File: src/rtl/pacman_pkg.sv
// Shared types and constants for the Pac-Man sprite/life logic.
package pacman_pkg;

  localparam int unsigned COORD_W         = 10;
  localparam int unsigned LIVES_W         = 3;
  localparam int unsigned NUM_GHOSTS      = 4;
  localparam int unsigned DEF_START_LIVES = 3;

  typedef enum logic [1:0] {
    PLAY      = 2'd0,
    HIT       = 2'd1,
    RESPAWN   = 2'd2,
    GAME_OVER = 2'd3
  } life_state_t;

  // Counter width wide enough for the longer of the two windows, at least 1 bit.
  function automatic int unsigned cnt_width(input int unsigned a, input int unsigned b);
    int unsigned m;
    m = (a > b) ? a : b;
    return (m > 1) ? $clog2(m) : 1;
  endfunction

endpackage

File: src/rtl/sprite_overlap.sv
// Combinational box-overlap test between two sprites given centres and half-sizes.
module sprite_overlap
  import pacman_pkg::*;
(
  input  logic [COORD_W-1:0] aX,
  input  logic [COORD_W-1:0] aY,
  input  logic [COORD_W-1:0] aS,
  input  logic [COORD_W-1:0] bX,
  input  logic [COORD_W-1:0] bY,
  input  logic [COORD_W-1:0] bS,
  input  logic               en,
  input  logic [COORD_W-1:0] slack,
  output logic               hit
);

  logic [COORD_W-1:0] w_dx;
  logic [COORD_W-1:0] w_dy;
  logic [COORD_W:0]   w_sum;
  logic [COORD_W:0]   w_lim;

  // Non-wrapping distances and a slack-reduced limit clamped at zero.
  always_comb begin
    w_dx  = (aX >= bX) ? (aX - bX) : (bX - aX);
    w_dy  = (aY >= bY) ? (aY - bY) : (bY - aY);
    w_sum = {1'b0, aS} + {1'b0, bS};
    w_lim = (w_sum > {1'b0, slack}) ? (w_sum - {1'b0, slack}) : '0;
    hit   = en & ({1'b0, w_dx} < w_lim) & ({1'b0, w_dy} < w_lim);
  end

endmodule

File: src/rtl/life_manager.sv
// Collision detection, life counting, freeze/invulnerability windows and game over.
module life_manager
  import pacman_pkg::*;
#(
  parameter int unsigned START_LIVES   = DEF_START_LIVES,
  parameter int unsigned FREEZE_FRAMES = 60,
  parameter int unsigned INVULN_FRAMES = 120,
  parameter int unsigned HIT_SLACK     = 4
) (
  input  logic                Reset,
  input  logic                frame_clk,
  input  logic                start,
  input  logic [COORD_W-1:0]  pacX,
  input  logic [COORD_W-1:0]  pacY,
  input  logic [COORD_W-1:0]  pacS,
  input  logic [COORD_W-1:0]  ghost0X,
  input  logic [COORD_W-1:0]  ghost1X,
  input  logic [COORD_W-1:0]  ghost2X,
  input  logic [COORD_W-1:0]  ghost3X,
  input  logic [COORD_W-1:0]  ghost0Y,
  input  logic [COORD_W-1:0]  ghost1Y,
  input  logic [COORD_W-1:0]  ghost2Y,
  input  logic [COORD_W-1:0]  ghost3Y,
  input  logic [COORD_W-1:0]  ghost0S,
  input  logic [COORD_W-1:0]  ghost1S,
  input  logic [COORD_W-1:0]  ghost2S,
  input  logic [COORD_W-1:0]  ghost3S,
  input  logic [3:0]          ghost_en,
  output logic                lifeDown,
  output logic [LIVES_W-1:0]  lives,
  output logic                freeze,
  output logic                invuln,
  output logic                game_over
);

  localparam int unsigned CNT_W = cnt_width(FREEZE_FRAMES, INVULN_FRAMES);

  logic [COORD_W-1:0] w_gx [NUM_GHOSTS];
  logic [COORD_W-1:0] w_gy [NUM_GHOSTS];
  logic [COORD_W-1:0] w_gs [NUM_GHOSTS];
  logic [NUM_GHOSTS-1:0] w_hit;
  logic                  w_hit_any;

  life_state_t        r_state;
  life_state_t        w_state_nxt;
  logic [CNT_W-1:0]   r_cnt;
  logic [CNT_W-1:0]   w_cnt_nxt;
  logic [LIVES_W-1:0] r_lives;
  logic [LIVES_W-1:0] w_lives_nxt;
  logic               r_life_down;
  logic               w_life_down_nxt;
  logic               r_freeze;
  logic               w_freeze_nxt;
  logic               r_invuln;
  logic               w_invuln_nxt;
  logic               r_game_over;
  logic               w_game_over_nxt;

  assign w_gx = '{ghost0X, ghost1X, ghost2X, ghost3X};
  assign w_gy = '{ghost0Y, ghost1Y, ghost2Y, ghost3Y};
  assign w_gs = '{ghost0S, ghost1S, ghost2S, ghost3S};

  // One overlap checker per ghost.
  for (genvar g = 0; g < NUM_GHOSTS; g++) begin : g_overlap
    sprite_overlap u_overlap (
      .aX    (pacX),
      .aY    (pacY),
      .aS    (pacS),
      .bX    (w_gx[g]),
      .bY    (w_gy[g]),
      .bS    (w_gs[g]),
      .en    (ghost_en[g]),
      .slack (COORD_W'(HIT_SLACK)),
      .hit   (w_hit[g])
    );
  end

  // Simultaneous hits collapse to a single event.
  assign w_hit_any = |w_hit;

  // State, counter and registered outputs.
  always_ff @(posedge frame_clk or posedge Reset) begin
    if (Reset) begin
      r_state     <= PLAY;
      r_cnt       <= '0;
      r_lives     <= LIVES_W'(START_LIVES);
      r_life_down <= 1'b0;
      r_freeze    <= 1'b0;
      r_invuln    <= 1'b0;
      r_game_over <= 1'b0;
    end else begin
      r_state     <= w_state_nxt;
      r_cnt       <= w_cnt_nxt;
      r_lives     <= w_lives_nxt;
      r_life_down <= w_life_down_nxt;
      r_freeze    <= w_freeze_nxt;
      r_invuln    <= w_invuln_nxt;
      r_game_over <= w_game_over_nxt;
    end
  end

  // Next state and window counter.
  always_comb begin
    w_state_nxt = r_state;
    w_cnt_nxt   = r_cnt;
    case (r_state)
      PLAY: begin
        if (w_hit_any) begin
          w_cnt_nxt   = '0;
          w_state_nxt = (r_lives <= LIVES_W'(1)) ? GAME_OVER : HIT;
        end
      end
      HIT: begin
        if (r_cnt == CNT_W'(FREEZE_FRAMES - 1)) begin
          w_cnt_nxt   = '0;
          w_state_nxt = RESPAWN;
        end else begin
          w_cnt_nxt = r_cnt + CNT_W'(1);
        end
      end
      RESPAWN: begin
        if (r_cnt == CNT_W'(INVULN_FRAMES - 1)) begin
          w_cnt_nxt   = '0;
          w_state_nxt = PLAY;
        end else begin
          w_cnt_nxt = r_cnt + CNT_W'(1);
        end
      end
      GAME_OVER: begin
        if (start) begin
          w_cnt_nxt   = '0;
          w_state_nxt = RESPAWN;
        end
      end
      default: begin
        w_cnt_nxt   = '0;
        w_state_nxt = PLAY;
      end
    endcase
  end

  // Next values of the registered outputs, decoded from the transition.
  always_comb begin
    w_life_down_nxt = (r_state == PLAY) && w_hit_any;
    w_lives_nxt     = r_lives;
    if (w_life_down_nxt && (r_lives != '0)) begin
      w_lives_nxt = r_lives - LIVES_W'(1);
    end else if ((r_state == GAME_OVER) && start) begin
      w_lives_nxt = LIVES_W'(START_LIVES);
    end
    w_freeze_nxt    = (w_state_nxt == HIT) || (w_state_nxt == GAME_OVER);
    w_invuln_nxt    = (w_state_nxt == RESPAWN);
    w_game_over_nxt = (w_state_nxt == GAME_OVER);
  end

  assign lifeDown  = r_life_down;
  assign lives     = r_lives;
  assign freeze    = r_freeze;
  assign invuln    = r_invuln;
  assign game_over = r_game_over;

endmodule

File: config.mk
export PLATFORM = sky130hd
export DESIGN_NAME = life_manager
export DESIGN_NICKNAME = d
export VERILOG_FILES = /design/src/rtl/pacman_pkg.sv /design/src/rtl/sprite_overlap.sv /design/src/rtl/life_manager.sv
export SDC_FILE = /design/constraint.sdc
export NUM_CORES = 1
export LEC_CHECK = 0
export BUFFER_PORTS_ARGS = -buffer_cell sky130_fd_sc_hd__buf_4
export CAP_MARGIN = 20
export CORE_UTILIZATION = 35
export DETAILED_ROUTE_END_ITERATION = 7
export PLACE_DENSITY = 0.56
export RECOVER_POWER = 25
export SYNTH_ARGS = -nofsm -noshare
export SYNTH_HDL_FRONTEND = slang
export SYNTH_SLANG_ARGS = --single-unit
File: constraint.sdc
create_clock -name frame_clk -period 3.1 [get_ports frame_clk]
set_input_delay 0.62 -clock frame_clk [delete_from_list [all_inputs] [get_ports frame_clk]]
set_output_delay 0.62 -clock frame_clk [all_outputs]
set_load 0.01 [all_outputs]
Yosys cells after proc, flatten, opt, wreduce, memory -nomap -nowiden
Index checks and enable logic that the tools add are counted.
{"block": "totals", "ff_bits": 16, "in_bits": 157, "out_inout_bits": 7, "wordCells": 106}
{"block": "op_classes", "add_sub_neg": 26, "n_lt_le_gt_ge": 21, "n_eq_ne": 10, "muxes": 25, "n_bitwise": 8, "n_reduce_logical": 9}
{"operator": "subtractor 10 bit", "count": 16}
{"operator": "< comparator 10 x 11 -> 1 bit", "count": 8}
{"operator": "greater-or-equal comparator 10 bit", "count": 8}
{"operator": "two-way mux 10 bit", "count": 8}
{"operator": "adder 10 x 10 -> 11 bit", "count": 4}
{"operator": "greater-than comparator 11 x 3 -> 1 bit, second input constant", "count": 4}
{"operator": "two-way mux 11 bit", "count": 4}
{"operator": "subtractor 11 x 3 -> 11 bit, second input constant", "count": 4}
{"operator": "two-way mux 7 bit", "count": 4}
{"operator": "case mux 7 bit (4 select lines)", "count": 1}
{"operator": "two-way mux 2 bit", "count": 5}
{"operator": "bitwise AND 1 bit", "count": 8}
{"operator": "== test 2 bit, second input constant", "count": 4}
{"operator": "case mux 2 bit (4 select lines)", "count": 1}
{"operator": "adder 7 x 1 -> 7 bit, second input constant", "count": 1}
{"operator": "== test 7 x 6 -> 1 bit, second input constant", "count": 1}
{"operator": "== test 7 bit, second input constant", "count": 1}
{"operator": "two-way mux 3 bit", "count": 2}
{"operator": "== test 2 x 1 -> 1 bit, second input constant", "count": 2}
{"operator": "!= test 2 bit, second input constant", "count": 2}
{"operator": "OR reduction 4 bit", "count": 1}
{"operator": "<= comparator 3 x 1 -> 1 bit, second input constant", "count": 1}
{"operator": "logical AND 1 bit", "count": 3}
{"operator": "nonzero test 3 bit", "count": 1}
{"operator": "5 further kinds", "count": 5}

Longest topological paths before layout
Gate-level depths: netlist of run 1.
{"block": "logic_depth", "depth_word": 11, "depth_mapped": 26, "mapped_depth_nobuf": 24}

Hierarchy
A second synthesis of run 1 with hierarchy kept.
{"block": "hier_totals", "hier_cells": 1685, "hier_area_um2": 12954.9}
{"mod": "sprite_overlap (g_overlap[0].u_overlap)", "n_inst": 1, "cells_each": 401, "area_each_um2": 3124.2, "seq_area_each_um2": 0.0}
{"mod": "sprite_overlap (g_overlap[2].u_overlap)", "n_inst": 1, "cells_each": 433, "area_each_um2": 3106.7, "seq_area_each_um2": 0.0}
{"mod": "sprite_overlap (g_overlap[3].u_overlap)", "n_inst": 1, "cells_each": 372, "area_each_um2": 2870.3, "seq_area_each_um2": 0.0}
{"mod": "sprite_overlap (g_overlap[1].u_overlap)", "n_inst": 1, "cells_each": 374, "area_each_um2": 2826.5, "seq_area_each_um2": 0.0}
{"mod": "life_manager", "n_inst": 1, "cells_each": 105, "area_each_um2": 1027.2, "seq_area_each_um2": 402.9}

Worst setup path after synthesis of run 1
Ideal clock, no wire load.
{"block": "synth_timing", "path_kind": "input-to-reg", "start": "in pacX[0]", "end": "reg r_cnt[0]", "setup_time_ns": 0.128, "arrival_ns": 5.343, "t_required_ns": 2.972, "path_slack_ns": -2.371, "stages": 23, "path_buffers": 1, "path_cell_list": "inv_1 > ha_1 > inv_1 > fa_1 > a21o_1 > a211oi_1 > nor3_1 > or3_1 > buf_2 > o22a_1 > a21boi_0 > o21ai_0 > a221o_1 > a21oi_1 > xnor2_1 > ha_1 > nand4_1 > or3_1 > a32o_1 > nor4b_1 > or4_4 > o21ai_2 > mux2_1"}
{"block": "synth_between", "elab_chain_len": 8, "elab_cells_between_ends": 31, "classes_between": "add/sub (8); order compare (8); eq/ne (1); mux (4); bitwise (8); reduce/logical (2)"}
{"element": "start: declaration", "line": "life_manager.sv:13", "source": "input logic [COORD_W-1:0] pacX,"}
{"element": "subtractor 10 bit / greater-or-equal comparator 10 bit (equally long branches)", "line": "sprite_overlap.sv:23", "source": "w_dx = (aX >= bX) ? (aX - bX) : (bX - aX);"}
{"element": "two-way mux 10 bit", "line": "sprite_overlap.sv:23"}
{"element": "< comparator 10 x 11 -> 1 bit", "line": "sprite_overlap.sv:27", "source": "hit = en & ({1'b0, w_dx} < w_lim) & ({1'b0, w_dy} < w_lim);"}
{"element": "bitwise AND 1 bit (2 in series)", "line": "sprite_overlap.sv:27"}
{"element": "OR reduction 4 bit (*)", "line": "life_manager.sv:79", "source": "assign w_hit_any = |w_hit;"}
{"element": "!= test 2 bit (no line) (*)"}
{"element": "AND reduction 2 bit (no line) (*)"}
{"element": "end signal: assignment", "line": "life_manager.sv:93", "source": "r_cnt <= w_cnt_nxt;"}
{"element": "end: declaration", "line": "life_manager.sv:46", "source": "logic [CNT_W-1:0] r_cnt;"}
Every way passes the cells marked *; elsewhere a longest branch is shown, timed or not.
A chain may end at the register's enable or synchronous reset.

Final worst setup path of run 1
{"block": "layout_timing", "start": "in pacY[0]", "end": "reg r_cnt[0]"}
{"block": "layout_between", "elab_chain_len": 7, "elab_cells_between_ends": 27, "classes_between": "add/sub (8); order compare (8); eq/ne (1); mux (4); bitwise (4); reduce/logical (2)"}
{"element": "start: declaration", "line": "life_manager.sv:14", "source": "input logic [COORD_W-1:0] pacY,"}
{"element": "subtractor 10 bit / greater-or-equal comparator 10 bit (equally long branches)", "line": "sprite_overlap.sv:24", "source": "w_dy = (aY >= bY) ? (aY - bY) : (bY - aY);"}
{"element": "two-way mux 10 bit", "line": "sprite_overlap.sv:24"}
{"element": "< comparator 10 x 11 -> 1 bit", "line": "sprite_overlap.sv:27"}
{"element": "bitwise AND 1 bit", "line": "sprite_overlap.sv:27"}
{"element": "OR reduction 4 bit (*)", "line": "life_manager.sv:79"}
{"element": "!= test 2 bit (no line) (*)"}
{"element": "AND reduction 2 bit (no line) (*)"}
Marked as above.

==> impl_metrics.csv, run 1 <==
group,metric,value,unit
setup_path,max_stage_delay,0.62,ns
yosys,synth_top_cell_area_share,0.281,
hold_path,hold_class,"input pin to asynchronous set/reset pin",
clock_tree,cts_tree,"yes",
setup_path,r2r_cells,8,
power_and_ir_drop,peakVddDrop,450,uV
outcome,status,"finished with violations",
yosys,ys_seq_area_frac,0.0311,
sta,period_needed,5.32,ns
setup_path,crit_path_end_kind,"register",
layout,instances_no_fill,2761,
setup_path,critical_path_class,"input pin to register",
placed_design,routabilityCongestion,0.947,
yosys,ys_ff_latch,15,
routing,drtIter0Drc,812,
setup_path,crit_family,"compound AO/OA/AOI/OAI gates",
clock_tree,cts-buffers-inserted,3,
global_route,antenna_found_initial,2,
setup_path,crit_top_cell,"buf_4",
placed_design,portBuffers,163,
clock_tree,cts.sinks,15,
routing,antenna_left,0,
clock_tree,hold_buffers,0,
global_route,track_usage,0.253,
global_route,grt_pass1_wl,73000,um
yosys,async_reset_ff_frac,1.00,
placed_design,placedCellCount,2727,
yosys,synth_area_leader_cell,"ha_1",
yosys,synth_cells,1605,
sta,whs,0.444,ns
clock_tree,insertion_delay,0.24,ns
yosys,post-synth-top-count-cell,"ha_1",
yosys,ys_top_cells_by_area,"ha_1 28%, a21oi_1 5.9%, inv_1 5.8%",
yosys,ys.flop_type,"dfrtp_1",
floorplan,initial_core_util,0.359,
routing,drc_errors,0,
sta,hold_viol,0,
yosys,synth_fp_nets,2055,
sta,fin_ws,-2.22,ns
routing,vias,14400,
outcome,violations,"setup timing",
floorplan,dieArea,35500,um2
routing,firstDrtPassIters,5,
yosys,yosys_warnings,0,
sta,slew_viol_final,0,
clock_tree,clk_pin_slew,0.05,ns
routing,wirelength,46200,um
power_and_ir_drop,leakagePower,9.68,nW
sta,setup_viol,15,
placed_design,hpwl,40400,um
setup_path,path_buf_inv,6,
setup_path,regToRegEndpoint,"r_cnt[6]",
setup_path,cp_data_arrival_time,5.44,ns
sta,rsz0062_at_grt,"true",
setup_path,cp-start-kind,"input pin",
global_route,grt_start_max_net_pins,16,
clock_tree,htree_num_levels,1,
sta,slew_headroom,0.590,
yosys,synth_edf_count,0,
global_route,grt_overflow,0,
clock_tree,cts_buffer_depth,2,
layout,fin_nets,2763,
floorplan,fp.coreArea,33900,um2
setup_path,rr_startpoint,"r_cnt[0]",
setup_path,cp_data_required_time,3.23,ns
layout,final_util,0.551,
layout,stdcell_area,18700,um2
yosys,synth_area_per_cell,7.58,um2
setup_path,slowest_stage,"or4_4",
layout,drive_gt1_frac,0.371,
floorplan,rows,67,
yosys,yosys-top-cells-count,"273 x ha_1, 188 x inv_1, 144 x a21oi_1, 85 x nand2_1, 80 x nor2_1",
power_and_ir_drop,cellPowerDensity,341,nW/um2
sta,clock_skew,0.00231,ns
clock_tree,clockRootBuffer,"clkbuf_16",
sta,fin_crit_sh,1.72,
floorplan,die_w,188,um
routing,via_per_inst,5.23,
floorplan,ios,164,
sta,fmax,0.188,GHz
setup_path,cp_cell_sequence,"buf_4 > inv_2 > buf_4 > ha_1 > inv_1 > fa_1 > a21oi_1 > o21bai_1 > o221ai_1 > a311o_1 > buf_4 > buf_4 > mux2i_1 > xnor2_1 > ha_1 > a21oi_1 > nand4_1 > a21oi_1 > a2111o_1 > o221ai_2 > a21oi_4 > or4_4 > o21ai_4 > mux2_4",
global_route,grt_pass1_vias,14600,
setup_path,cp_max_fo,8,
placed_design,post_dp_cell_area,18100,um2
power_and_ir_drop,p_total,6.37,mW
floorplan,die_h,188,um
yosys,synth_cell_types,99,
setup_path,rrSetupSlack,0.85,ns
layout,area_growth,53.4,%
flow_run,drv_cap,0,
sta,worst_pin_slew,0.610,ns
sta,tns,-32.08,ns
routing,wl_per_cell,16.7,um
yosys,synth_area,12200,um2
placed_design,post-place-ws,-2.65,ns
placed cells by master, fill, tap and decap left out, types with 34 or more instances in the layout:
| master | Yosys | final |
|---|---|---|
| buf_4 | 1 | 734 |
| ha_1 | 273 | 270 |
| inv_1 | 188 | 183 |
| a21oi_1 | 144 | 138 |
| nand2_1 | 85 | 85 |
| nor2_1 | 80 | 80 |
| xnor2_1 | 69 | 68 |
| o21ai_0 | 69 | 62 |
| a21o_1 | 49 | 49 |
| mux2i_1 | 48 | 43 |
| xor2_1 | 39 | 39 |
| nor3_1 | 37 | 36 |
| nor2b_1 | 36 | 35 |
| nand3_1 | 36 | 34 |
report_power, final:
part           leakage, nW  switching (mW)  internal (mW)
registers            0.194          0.0538          0.266
clock network       0.0382          0.0758          0.174
logic                 9.45            2.90           2.89
total                 9.68            3.03           3.33
layer usage:
layer,track usage,up-vias,share of wire
met5,0,-,0.00028
met4,0.0822,2,0.035
met3,0.0162,73,0.036
met2,0.455,353,0.48
met1,0.320,6739,0.45
li1,-,7263,-
logic make-up after synthesis:
logic type	after synthesis	synth area share
xor+xnor	108	0.0778
simple gates	388	0.165
mux	65	0.0553
flops	15	0.0311
compound gates	504	0.282
buf+inv	230	0.0730
fa+ha+maj	295	0.315
layout make-up:
type	instances	area, um2
Inverter	189	726
Antenna cell	1	2.50
Multi-Input combinational cell	1361	11300
Fill cell	3270	15200
Clock buffer	4	78.8
Sequential cell	15	378
Tap cell	448	561
Timing Repair Buffer	743	5640
sequential cells by signal, summed over array words and instances (netlist names), named ones only:
| register | count |
|---|---|
| game_over | 1 |
| invuln | 1 |
| lifeDown | 1 |
| lives | 3 |
| r_cnt | 7 |
| r_state | 1 |
how the worst max path moves through the flow:
stage	start	end	slack, ns	cells past startpoint
2_1_floorplan	pacX[0]	r_cnt[0]	-2.01	23
3_3_place_gp	pacX[0]	r_cnt[0]	-2.62	25
3_5_place_dp	pacX[0]	r_cnt[5]	-2.65	26
4_1_cts	pacX[0]	r_cnt[0]	-2.18	23
5_1_grt	pacX[0]	r_cnt[6]	-2.46	24
6_report	pacY[0]	r_cnt[0]	-2.22	24
what timing repair did:
| item | 4_1_cts | 5_1_grt |
|---|---|---|
| cloned | 1 | 0 |
| setup endpoints to repair | 15 | 15 |
| setup buffers | 19 | 10 |
| pin swaps | 19 | 23 |
| gates resized for setup | 40 | 24 |
(Power assumes the default switching activity.)
==> run 2: changes to the inputs <==
clock period = 5.6 ns   (was 3.1 ns; I/O delays follow)
==> run 2 against run 1 <==
- final area shrank 5.9%
- cell count fell by 5.3%
- clock skew hardly changed
- sequential cell count unchanged
- via count is 4.0% lower
- the run still ends with setup timing left
- count of clock-buffer cells in the layout shrank 1
- sequential power decreased by 45%
- sequential share of layout area up 0.13 points
- die area unchanged
- hold slack improved by 0.071 ns
- critical endpoint unchanged
- non-clock buffer count is 145 lower
==> impl_metrics.csv, run 2 (same netlist as run 1, synthesis figures left out) <==
group,metric,value,unit
outcome,status,"finished with violations",
outcome,violations,"setup timing",
floorplan,rows,67,
floorplan,dieArea,35500,um2
setup_path,path_buf_inv,3,
sta,setup_viol,15,
power_and_ir_drop,p_total,3.32,mW
layout,regMostFlops,"r_cnt",
clock_tree,clk_pin_slew,0.05,ns
sta,fin_ws,-0.229,ns
sta,fmax,0.172,GHz
global_route,grt_pass1_vias,13700,
routing,via_per_inst,5.30,
power_and_ir_drop,peakVddDrop,198,uV
global_route,grt_start_max_net_pins,16,
routing,drc_errors,0,
floorplan,initial_core_util,0.359,
setup_path,max_stage_delay,0.62,ns
setup_path,slowest_stage,"or4_4",
setup_path,crit_family,"compound AO/OA/AOI/OAI gates",
floorplan,die_h,188,um
routing,antenna_left,0,
layout,final_common_cell,"buf_4",
layout,instances_no_fill,2614,
global_route,antenna_found_initial,0,
clock_tree,cts-buffers-inserted,3,
layout,antenna_cells,0,
setup_path,cp-start-kind,"input pin",
layout,drive_gt1_frac,0.327,
global_route,grt_overflow,0,
setup_path,cp_data_arrival_time,5.96,ns
layout,area_growth,44.4,%
setup_path,cp_data_required_time,5.73,ns
placed_design,portBuffers,163,
hold_path,hold_class,"register to register",
setup_path,cp_max_fo,6,
clock_tree,cts_tree,"yes",
clock_tree,clockRootBuffer,"clkbuf_16",
routing,firstDrtPassIters,5,
sta,worst_pin_slew,0.836,ns
sta,slew_viol_final,0,
clock_tree,hold_buffers,0,
power_and_ir_drop,cellPowerDensity,189,nW/um2
layout,final_cell_mix,"590 x buf_4, 270 x ha_1, 186 x inv_1",
setup_path,cp_cell_sequence,"buf_6 > buf_4 > ha_1 > inv_1 > fa_1 > nand2b_1 > a2111o_1 > o311ai_2 > nor4_4 > nand3_1 > nand2_1 > ha_1 > o21a_1 > o211ai_1 > a2111oi_2 > nand3_1 > a211oi_1 > nand2_1 > a31oi_1 > o21ai_0 > or4_4 > o21ai_4 > mux2_4",
floorplan,ios,164,
routing,wirelength,43300,um
placed_design,placedCellCount,2603,
layout,largest_register_ffs,7,
clock_tree,cts_buffer_depth,2,
clock_tree,cts.sinks,15,
placed_design,routabilityCongestion,0.946,
routing,vias,13900,
sta,clock_skew,0.00198,ns
setup_path,critical_path_class,"input pin to register",
routing,drtIter0Drc,757,
floorplan,die_w,188,um
routing,wl_per_cell,16.6,um
sta,hold_viol,0,
sta,slew_headroom,0.427,
clock_tree,htree_num_levels,1,
global_route,grt_pass1_wl,68700,um
floorplan,fp.coreArea,33900,um2
flow_run,drv_cap,0,
layout,fin_nets,2617,
sta,rsz0062_at_grt,"true",
sta,period_needed,5.83,ns
sta,fin_crit_sh,1.04,
sta,tns,-2.23,ns
power_and_ir_drop,leakagePower,9.01,nW
global_route,track_usage,0.239,
placed_design,hpwl,38600,um
clock_tree,insertion_delay,0.25,ns
setup_path,crit_path_end_kind,"register",
## run 2: layout make-up
type / instances / area [um2]
Fill cell: 3351 / 16300
Sequential cell: 15 / 378
Inverter: 189 / 717
Multi-Input combinational cell: 1360 / 11300
Clock buffer: 3 / 75.1
Timing Repair Buffer: 598 / 4530
Clock inverter: 1 / 5.00
Tap cell: 448 / 561
## run 2: metal layers
layer	up-vias	track usage	part of all wire	wire length, um
met2	333	0.422	0.48	20700
li1	6984	-	-	-
met1	6479	0.317	0.46	20100
met5	-	0	0	0
met3	60	0.00913	0.032	1400
met4	0	0.0577	0.027	1150
## run 2: where the power goes
| part | internal [mW] | switching (mW) |
|---|---|---|
| Combinational | 1.47 | 1.53 |
| Clock | 0.0955 | 0.0463 |
| Sequential | 0.147 | 0.0302 |
## run 2: worst reg2reg max path, delay by kind of cell, from the launching register on
kind            cells  cell delay (ns)
compound gates      4             0.57
fa+ha+maj           1             0.25
flops               1             0.38
simple gates        3             0.78
## run 2: what timing repair did
item	in CTS	in global routing
endpoints found under the setup margin	15	15
buffers inserted	6	2
cloned	0	0
resized for setup	37	43
pin swaps	23	23
## run 2: path summary, 6_finish.rpt
kind                          start    endpoint  slack [ns]  depth (start not counted)
min reg2reg                r_cnt[5]    r_cnt[5]        0.52                          1
max reg2reg                r_cnt[0]    r_cnt[4]        3.50                          8
max                         pacS[0]    r_cnt[0]       -0.23                         23
min in group asynchronous     Reset  r_state[0]        0.94                          2
min                        r_cnt[5]    r_cnt[5]        0.52                          1
max in group asynchronous     Reset    r_cnt[2]        4.27                          2
## run 2: metrics by stage
stage | hold WS (ns) | util | setup WS (ns) | area [um2]
4_1_cts | 0.518 | 0.512 | -0.201 | 17300
6_report | 0.516 | 0.518 | -0.229 | 17600
5_1_grt | 0.558 | 0.518 | -0.514 | 17600
3_3_place_gp | 0.498 | 0.504 | -0.575 | 17100
2_1_floorplan | 0.470 | - | -0.0625 | 12200
3_5_place_dp | 0.502 | 0.504 | -0.645 | 17100
